`src/rtl/instr_fetch_unit.sv`:
```
// Fetch stage: owns the PC, requests words from instruction memory and
// holds each returned instruction for the decoder until it is retired.
module instr_fetch_unit #(
    parameter int              XLEN     = 32,
    parameter logic [XLEN-1:0] RESET_PC = '0
) (
    input  logic            clk,
    input  logic            rst_n,
    output logic            imem_req,
    output logic [XLEN-1:0] imem_addr,
    input  logic            imem_ack,
    input  logic [XLEN-1:0] imem_rdata,
    output logic [XLEN-1:0] instr,
    output logic [6:0]      op,
    output logic [XLEN-1:0] pc,
    output logic [XLEN-1:0] pc_plus4,
    output logic            instr_valid,
    input  logic            instr_ready,
    input  logic            pc_src,
    input  logic [XLEN-1:0] pc_target,
    output logic            misalign_err,
    output logic [31:0]     instret
);

    typedef enum logic [1:0] {
        S_FETCH,
        S_WAIT,
        S_VALID
    } state_e;

    localparam logic [XLEN-1:0] NOP = XLEN'(32'h0000_0013);

    state_e          state_q, state_d;
    logic [XLEN-1:0] pc_q, pc_d;
    logic [XLEN-1:0] instr_q, instr_d;
    logic            err_q, err_d;
    logic [31:0]     instret_q, instret_d;

    always_comb begin
        state_d   = state_q;
        pc_d      = pc_q;
        instr_d   = instr_q;
        err_d     = err_q;
        instret_d = instret_q;
        unique case (state_q)
            S_FETCH, S_WAIT: begin
                if (imem_ack) begin
                    instr_d = imem_rdata;
                    state_d = S_VALID;
                end else begin
                    state_d = S_WAIT;
                end
            end
            S_VALID: begin
                if (instr_ready) begin
                    instret_d = instret_q + 32'd1;
                    state_d   = S_FETCH;
                    // Targets are force-aligned; a misaligned one is flagged.
                    if (pc_src) begin
                        pc_d = {pc_target[XLEN-1:2], 2'b00};
                        if (|pc_target[1:0]) begin
                            err_d = 1'b1;
                        end
                    end else begin
                        pc_d = pc_q + XLEN'(4);
                    end
                end
            end
            default: state_d = S_FETCH;
        endcase
    end

    always_ff @(posedge clk) begin
        if (!rst_n) begin
            state_q   <= S_FETCH;
            pc_q      <= RESET_PC;
            instr_q   <= NOP;
            err_q     <= 1'b0;
            instret_q <= '0;
        end else begin
            state_q   <= state_d;
            pc_q      <= pc_d;
            instr_q   <= instr_d;
            err_q     <= err_d;
            instret_q <= instret_d;
        end
    end

    // Request is masked while reset is held so memory sees no stray fetch.
    assign imem_req     = rst_n & (state_q != S_VALID);
    assign imem_addr    = pc_q;
    assign instr        = instr_q;
    assign op           = instr_q[6:0];
    assign pc           = pc_q;
    assign pc_plus4     = pc_q + XLEN'(4);
    assign instr_valid  = (state_q == S_VALID);
    assign misalign_err = err_q;
    assign instret      = instret_q;

endmodule

```
`config.mk`:
```
export PLATFORM = sky130hd
export DESIGN_NAME = instr_fetch_unit
export DESIGN_NICKNAME = d
export VERILOG_FILES = /design/src/rtl/instr_fetch_unit.sv
export SDC_FILE = /design/constraint.sdc
export NUM_CORES = 1
export LEC_CHECK = 0
export CORE_MARGIN = 2
export CORE_UTILIZATION = 65
export CTS_CLUSTER_SIZE = 16
export DETAILED_ROUTE_END_ITERATION = 7
export DONT_BUFFER_PORTS = 1
export GPL_TIMING_DRIVEN = 0
export PLACE_DENSITY = 0.86
export SYNTH_ARGS = -nofsm -noshare
export SYNTH_HDL_FRONTEND = slang
export SYNTH_SLANG_ARGS = --single-unit
export TNS_END_PERCENT = 5
```
`constraint.sdc`:
```
create_clock -name clk -period 4.45 [get_ports clk]
set_input_delay 1.335 -clock clk [delete_from_list [all_inputs] [get_ports clk]]
set_output_delay 1.335 -clock clk [all_outputs]
set_load 0.02 [all_outputs]
```
* After elaboration in Yosys (flattened, before gate mapping)
Index checks and enable logic that the tools add are counted.
Storage, ports and cells: register bits after elaboration 99, bits of input ports 69, output and inout port bits 170, word-level logic and storage cells 22
Cells by class: add/subtract/negate cells 2, equal/unequal tests 4, multiplexer cells 4, bitwise gates (word level) 1, reduce and logical (&&, ||, !) cells 6
Operators with widths (count):
- 32-bit by 1-bit adder with 32-bit output (second input constant) | 1
- 32-bit by 3-bit adder with 32-bit output (second input constant) | 1
- 32-bit 2-to-1 mux | 1
- 2-bit 2-to-1 mux | 2
- 2-bit case mux with 2 select lines | 1
- 2-bit AND reduction | 2
- 4-bit AND reduction | 1
- 2-bit OR reduction | 2
- 2-bit by 1-bit == test with 1-bit output (second input constant) | 1
- 2-bit == test (second input constant) | 1
- 2-bit logical NOT | 1
- 2-bit by 1-bit inequality test with 1-bit output (second input constant) | 1
- 2-bit inequality test (second input constant) | 1
- 1-bit bitwise AND | 1

* Longest topological paths before layout
Gate-level depths: netlist (run 1).
depth after elaboration 3, mapped depth 7, gate-level depth less buffers 6

* Worst setup path before layout (run 1)
Ideal clock, no wire load.
path type input to output, start in rst_n, end out imem_req, arrival 2.363 ns, data required time 3.115 ns, slack 0.752 ns, cell stages on the path 5, path buffers 3, cells stage by stage clkbuf_1 > inv_1 > clkbuf_1 > clkbuf_1 > nor2_1
On the way: longest elaborated chain between the ends 1
Ends and longest elaborated chain:
- start, declared | RTL line 8 | input logic rst_n,
- 1-bit bitwise AND | RTL line 90 | assign imem_req = rst_n & (state_q != S_VALID);
- end, declared | RTL line 9 | output logic imem_req,
Every way passes these cells.

* Worst setup path after layout (run 1)
Same ends and word-level chain as after synthesis.

==> flow_summary.json, run 1 <==
{
  "cp_data_required_time_ns": 3.12,
  "criticalPathCategory": "in -> out",
  "post-cts-setup-buffer-count": 0,
  "dr.pass1.iters": 5,
  "synth_ff_type": "dfxtp_1",
  "fin_util_pct": 72.18,
  "grt_pass1_vias": 4741,
  "area_growth_syn_to_layout_pct": 6.603,
  "setup_tns_ns": 0,
  "post-dp-hpwl_um": 11870,
  "setup_slack_ns": 0.2642,
  "p_sw_share_pct": 31.54,
  "num-nets-final": 764,
  "holdWs_ns": 0.5294,
  "ioPinCount": 239,
  "pre_cts_slack_ns": 0.3002,
  "multiInputGateArea_um2": 2820,
  "dieHeight_um": 94.18,
  "total_power_w": 0.001742,
  "cts_resized": 0,
  "intPower_w": 0.001193,
  "grt_pass1_wl_um": 23960,
  "cts_tree": "yes",
  "clockPowerShare_pct": 33.1,
  "comb_power_share_pct": 11.7,
  "min_period_ns": 4.186,
  "status": "finished, final reports clean",
  "synth.avg_cell_area_um2": 7.808,
  "core_um2": 7807,
  "clock_latency_ns": 0.38,
  "viasPerCell": 6.422,
  "crit_path_start_kind": "input port",
  "crit_arrival_ns": 2.85,
  "muxShareOfSynthArea_pct": 1.325,
  "path_max_fanout": 10,
  "skew_ns": 0.01541,
  "drt-initial-drc-count": 399,
  "seqPwrFrac_pct": 55.2,
  "grtUsageTotal_pct": 34.71,
  "worst_hold_path_type": "reg -> reg",
  "relSlewSlack_pct": 44.87,
  "drive_gt1_share_pct": 11.03,
  "powerDensity_nw_per_um2": 309.1,
  "cts-htree-levels": 3,
  "ff_latch_area_um2": 1942,
  "yosys.area.top_type_share_pct": 36.73,
  "grt_max_degree": 19,
  "period_share_pct": 94.06,
  "yosysTopAreaCell": "dfxtp_1",
  "power_leakage_nw": 2.150,
  "synth_top_family_by_area": "simple AND/OR/NAND/NOR gates",
  "ir_worst_vdd_mv": 0.1930,
  "synthTopCellsByArea": "dfxtp_1 (37%), nand2_1 (7.3%), buf_4 (6.1%)",
  "numCtsBuffers": 9,
  "synth_fa_ha_area_share_pct": 0.4734,
  "worst_pin_slew_ns": 0.8270,
  "syn_inst": 677,
  "maxCapViolCount": 0,
  "p_sw_w": 0.0005494,
  "clkSinkCount": 97,
  "cts-hold-fix-buffers": 0,
  "gp_congestion": 1.012,
  "rsz0062_at_grt": "false",
  "ys.warnings.count": 0,
  "fmax_ghz": 0.2389,
  "dr_total_vias": 5144,
  "avgRoutedWirePerCell_um": 20.28,
  "synth_area_um2": 5286,
  "ant_nets": 0,
  "yosysSeqAreaShare_pct": 36.73,
  "finalSetupViolations": 0,
  "async_flop_share_pct": 0,
  "antenna_found_initial": 1,
  "ys_types": 60,
  "rows": 32,
  "synth_xor_area_share_pct": 8.450,
  "critPathCaptureType": "output port",
  "num-fill-cells": 664,
  "clk_pin_slew_ns": 0.11,
  "drc": 0,
  "synth_seq_cells": 97,
  "fp.dieW_um": 94.18,
  "cts_buffer_depth": 2,
  "port_buffers": 0,
  "synthSimpleGateAreaFrac_pct": 29.09,
  "synth-compound-area-share_pct": 13.59,
  "synth_edf_count": 0,
  "wirelength_um": 16250,
  "slew_viol_final": 0,
  "start_util_pct": 67.71,
  "cts.root.buffer_cell": "clkbuf_8",
  "timing.final.hold_violations": 0,
  "die-area_um2": 8870,
  "gr-total-overflow": 0
}
## power groups by stage
| stage | Sequential [W] | Clock [W] | Combinational, W |
|---|---|---|---|
| after floorplan | 0.000971 | 0 | 0.000160 |
| after global placement | 0.000981 | 0 | 0.000194 |
| after detailed placement | 0.000982 | 0 | 0.000200 |
| after CTS | 0.000962 | 0.000580 | 0.000200 |
| after global routing | 0.000966 | 0.000608 | 0.000218 |
| final | 0.000962 | 0.000576 | 0.000204 |
## logic make-up after synthesis
family,count (synthesis)
DFF,97
and+or+nand+nor,302
buffers and inverters,100
AOI/OAI and AO/OA,117
xor gates and xnor gates,51
muxes,7
other,1
adders and majority gates,2
## cells in the mapped netlist (4+ instances only)
master,n
nor3_1,7
nand2b_1,10
dfxtp_1,97
o31ai_1,4
buf_4,43
nor2_1,58
inv_1,6
a22oi_1,5
clkbuf_1,40
nand3_1,39
buf_1,5
nand2_1,103
or4_1,4
xnor2_1,28
and2_1,4
nor4_1,4
o21ai_0,20
o211ai_1,4
and4_1,5
a31oi_1,6
nand4_1,30
and3_1,16
a32o_1,4
buf_2,4
xor2_1,23
mux2i_1,7
a21oi_1,53
## metal layers
layer	share of wire, %	global-route usage [%]	vias up
met5	0	0	-
met4	2.7	15.58	0
met3	11	8.026	45
met2	49	57.62	353
met1	37	42.74	2407
li1	-	-	2339
## sequential cells by signal, indices dropped and copies added, names as in the netlist
name / flops
instret: 32
imem_addr: 30
state_q: 2
misalign_err: 1
instr: 32
## worst paths after layout
kind	slack [ns]	depth (start not counted)	startpoint	to
setup reg to reg	1.85	7	imem_addr[2]	imem_addr[6]
setup / recovery	0.26	5	rst_n	imem_req
hold / removal	0.53	1	state_q[1]	state_q[0]
hold reg to reg	0.53	1	state_q[1]	state_q[0]
## worst max-delay path: stages
cell and delay [ns]:
clkbuf_1 0.37, inv_1 0.13, clkbuf_1 0.28, clkbuf_1 0.32
nor2_1 0.41
## cells in the final DEF, fill, tap and decap left out, types with 3 or more instances in the layout
master / count
dfxtp_1: 97
o31ai_1: 4
xnor2_1: 28
and2_1: 4
buf_2: 4
nand2_1: 103
or3_1: 3
a21oi_1: 53
inv_1: 6
nand2b_1: 10
xor2_1: 23
nand4_1: 30
nor2b_1: 3
and3_1: 16
a31oi_1: 6
nand3_1: 39
clkbuf_1: 40
o211ai_1: 4
buf_4: 43
clkinv_4: 3
or4_1: 4
and4_1: 5
a32o_1: 4
buf_1: 5
nor3_1: 7
nor2_1: 58
conb_1: 6
mux2i_1: 7
o21ai_0: 20
nor4_1: 4
clkbuf_8: 10
a22oi_1: 5
## cell type report
class                      count  share of cell area, %
multi-input combinational    485                  50.04
tap                          102                  2.265
inverter                       7                 0.4663
clock buffer                  10                  2.442
clock inverter                 6                  1.110
buffer                        93                  9.170
sequential                    97                  34.46
antenna                        1                0.04441
## per-stage QoR
step / std cells / area [µm²]
CTS: 800 / 5633
global route: 801 / 5635
detailed placement: 784 / 5433
floorplan: 682 / 5305
finish: 801 / 5635
global placement: 784 / 5433
No activity file was read; power rests on OpenSTA's default activity.
==> run 2, diff against run 1 <==
--- a/config.mk
+++ b/config.mk
@@ -6,12 +6,12 @@
 export NUM_CORES = 1
 export LEC_CHECK = 0
 export CORE_MARGIN = 2
-export CORE_UTILIZATION = 65
+export CORE_UTILIZATION = 64
 export CTS_CLUSTER_SIZE = 16
 export DETAILED_ROUTE_END_ITERATION = 7
 export DONT_BUFFER_PORTS = 1
 export GPL_TIMING_DRIVEN = 0
-export PLACE_DENSITY = 0.86
+export PLACE_DENSITY = 0.85
 export SYNTH_ARGS = -nofsm -noshare
 export SYNTH_HDL_FRONTEND = slang
 export SYNTH_SLANG_ARGS = --single-unit
==> constraint.sdc (replaced) <==
create_clock -name clk -period 4.2 [get_ports clk]
set_input_delay 1.26 -clock clk [delete_from_list [all_inputs] [get_ports clk]]
set_output_delay 1.26 -clock clk [all_outputs]
set_load 0.02 [all_outputs]
==> run 2 against run 1 <==
Effect of this change: worst setup slack worse by 0.17 ns; clock power is essentially flat; sequential share of layout area rose by 0.11 points; sequential power is 6% higher; sequential cell count did not move; cell count grew 0.12%; non-clock buffer count did not move; largest power group unchanged; highest routed layer unchanged.
==> flow_summary.json, run 2 (synthesis gave the netlist of run 1 again) <==
{
  "numCtsBuffers": 9,
  "setup_tns_ns": 0,
  "ant_nets": 0,
  "min_from": "state_q[1]",
  "fmax_ghz": 0.2437,
  "maxCapViolCount": 0,
  "dieHeight_um": 94.89,
  "crit_path_start_kind": "flop",
  "min_period_ns": 4.103,
  "p_sw_share_pct": 31.74,
  "comb_power_share_pct": 11.8,
  "r2r-start": "imem_addr[2]",
  "gr-total-overflow": 0,
  "grtUsageTotal_pct": 33.79,
  "worst_pin_slew_ns": 0.7740,
  "dr.pass1.iters": 5,
  "start_util_pct": 65.32,
  "startpoint": "imem_addr[5]",
  "crit_arrival_ns": 2.84,
  "critPathCaptureType": "output port",
  "num-nets-final": 764,
  "grt_pass1_wl_um": 23540,
  "powerDensity_nw_per_um2": 322.6,
  "post-dp-hpwl_um": 11680,
  "wirelength_um": 16100,
  "mostFrequentLayoutCell": "nand2_1",
  "cts.root.buffer_cell": "clkbuf_8",
  "intPower_w": 0.001237,
  "grt_max_degree": 18,
  "slew_viol_final": 0,
  "path_max_fanout": 10,
  "post-cts-setup-buffer-count": 0,
  "cts-htree-levels": 3,
  "drc": 0,
  "gp_congestion": 0.9285,
  "cp_slowest_cell": "dfxtp_1",
  "clkSinkCount": 97,
  "skew_ns": 0.01084,
  "setup_slack_ns": 0.09736,
  "n_antenna_cell": 0,
  "cts-hold-fix-buffers": 0,
  "drive_gt1_share_pct": 11.05,
  "criticalPathCategory": "reg -> out",
  "viasPerCell": 6.374,
  "cpMostUsedCell": "buf_2",
  "path_cells": "buf_2, nand4_4, nor4_2, buf_2, nand3_1, xnor2_1",
  "period_share_pct": 97.68,
  "power_leakage_nw": 2.128,
  "status": "finished, final reports clean",
  "dr_total_vias": 5112,
  "grt_pass1_vias": 4616,
  "clk_pin_slew_ns": 0.11,
  "core_um2": 8093,
  "clockPowerShare_pct": 31.9,
  "cts_buffer_depth": 2,
  "seqPwrFrac_pct": 56.3,
  "worst_hold_path_type": "reg -> reg",
  "pre_cts_slack_ns": 0.1878,
  "fp.dieW_um": 94.89,
  "finalSetupViolations": 0,
  "area_growth_syn_to_layout_pct": 6.272,
  "cp_data_required_time_ns": 2.94,
  "drt-initial-drc-count": 375,
  "relSlewSlack_pct": 48.40,
  "avgRoutedWirePerCell_um": 20.07,
  "ioPinCount": 239,
  "die-area_um2": 9003,
  "timing.final.hold_violations": 0,
  "slowest_delay_ns": 0.52,
  "antenna_found_initial": 0,
  "port_buffers": 0,
  "p_sw_w": 0.0005753,
  "ir_worst_vdd_mv": 0.2402,
  "cts_tree": "yes",
  "final_cell_mix": "nand2_1 (103), dfxtp_1 (97), nor2_1 (58)",
  "rsz0062_at_grt": "false",
  "rows": 33,
  "clock_latency_ns": 0.37
}
-- run 2: worst paths after layout --
| kind | to | slack, ns | cells past startpoint |
|---|---|---|---|
| setup / recovery | pc_plus4[30] | 0.1 | 6 |
| hold / removal | state_q[0] | 0.56 | 1 |
| setup reg to reg | imem_addr[6] | 1.66 | 7 |
| hold reg to reg | state_q[0] | 0.56 | 1 |
-- run 2: per-stage QoR --
stage	instance area, µm²	utilization, %	total power, W	hold slack (ns)	std cells
2_1_floorplan	5305	-	0.001199	0.4625	682
3_3_place_gp	5436	67.18	0.001245	0.4788	787
3_5_place_dp	5436	67.18	0.001251	0.5187	787
4_1_cts	5612	69.34	0.001805	0.5415	802
5_1_grt	5618	69.42	0.001868	0.5624	802
6_report	5618	69.42	0.001812	0.5560	802
-- run 2: per-layer routing --
metal	global-route usage [%]	vias up	part of all wire, %
li1	-	2330	-
met1	40.75	2409	38
met2	56.86	327	48
met3	8.699	46	11
met4	14.49	0	3.3
met5	0	-	0
-- run 2: final cells by class --
| type | count | area [µm²] |
|---|---|---|
| multi-input combinational | 485 | 2826 |
| fill | 709 | 2475 |
| inverter | 7 | 26.28 |
| tap | 105 | 131.4 |
| sequential | 97 | 1942 |
| clock buffer | 9 | 123.9 |
| clock inverter | 6 | 51.30 |
| buffer | 93 | 516.7 |
-- run 2: power by group through the flow --
stage          combinational (W)  sequential (W)  clock (W)
2_1_floorplan           0.000170         0.00103          0
3_3_place_gp            0.000205         0.00104          0
3_5_place_dp            0.000210         0.00104          0
4_1_cts                 0.000211         0.00102   0.000575
5_1_grt                 0.000230         0.00102   0.000613
6_report                0.000215         0.00102   0.000577
-- run 2: repair_timing --
| action | in CTS | in global routing |
|---|---|---|
| endpoints found under the setup margin | 0 | 1 |
| endpoints found under the hold margin | 0 | 0 |
| resized for setup | 0 | 1 |
-- run 2: critical path, delay by kind of cell (launching register included) --
kind / cells / cell delay [ns]
flops: 1 / 0.52
buf+inv: 2 / 0.57
xor+xnor: 1 / 0.46
simple gates: 3 / 0.92
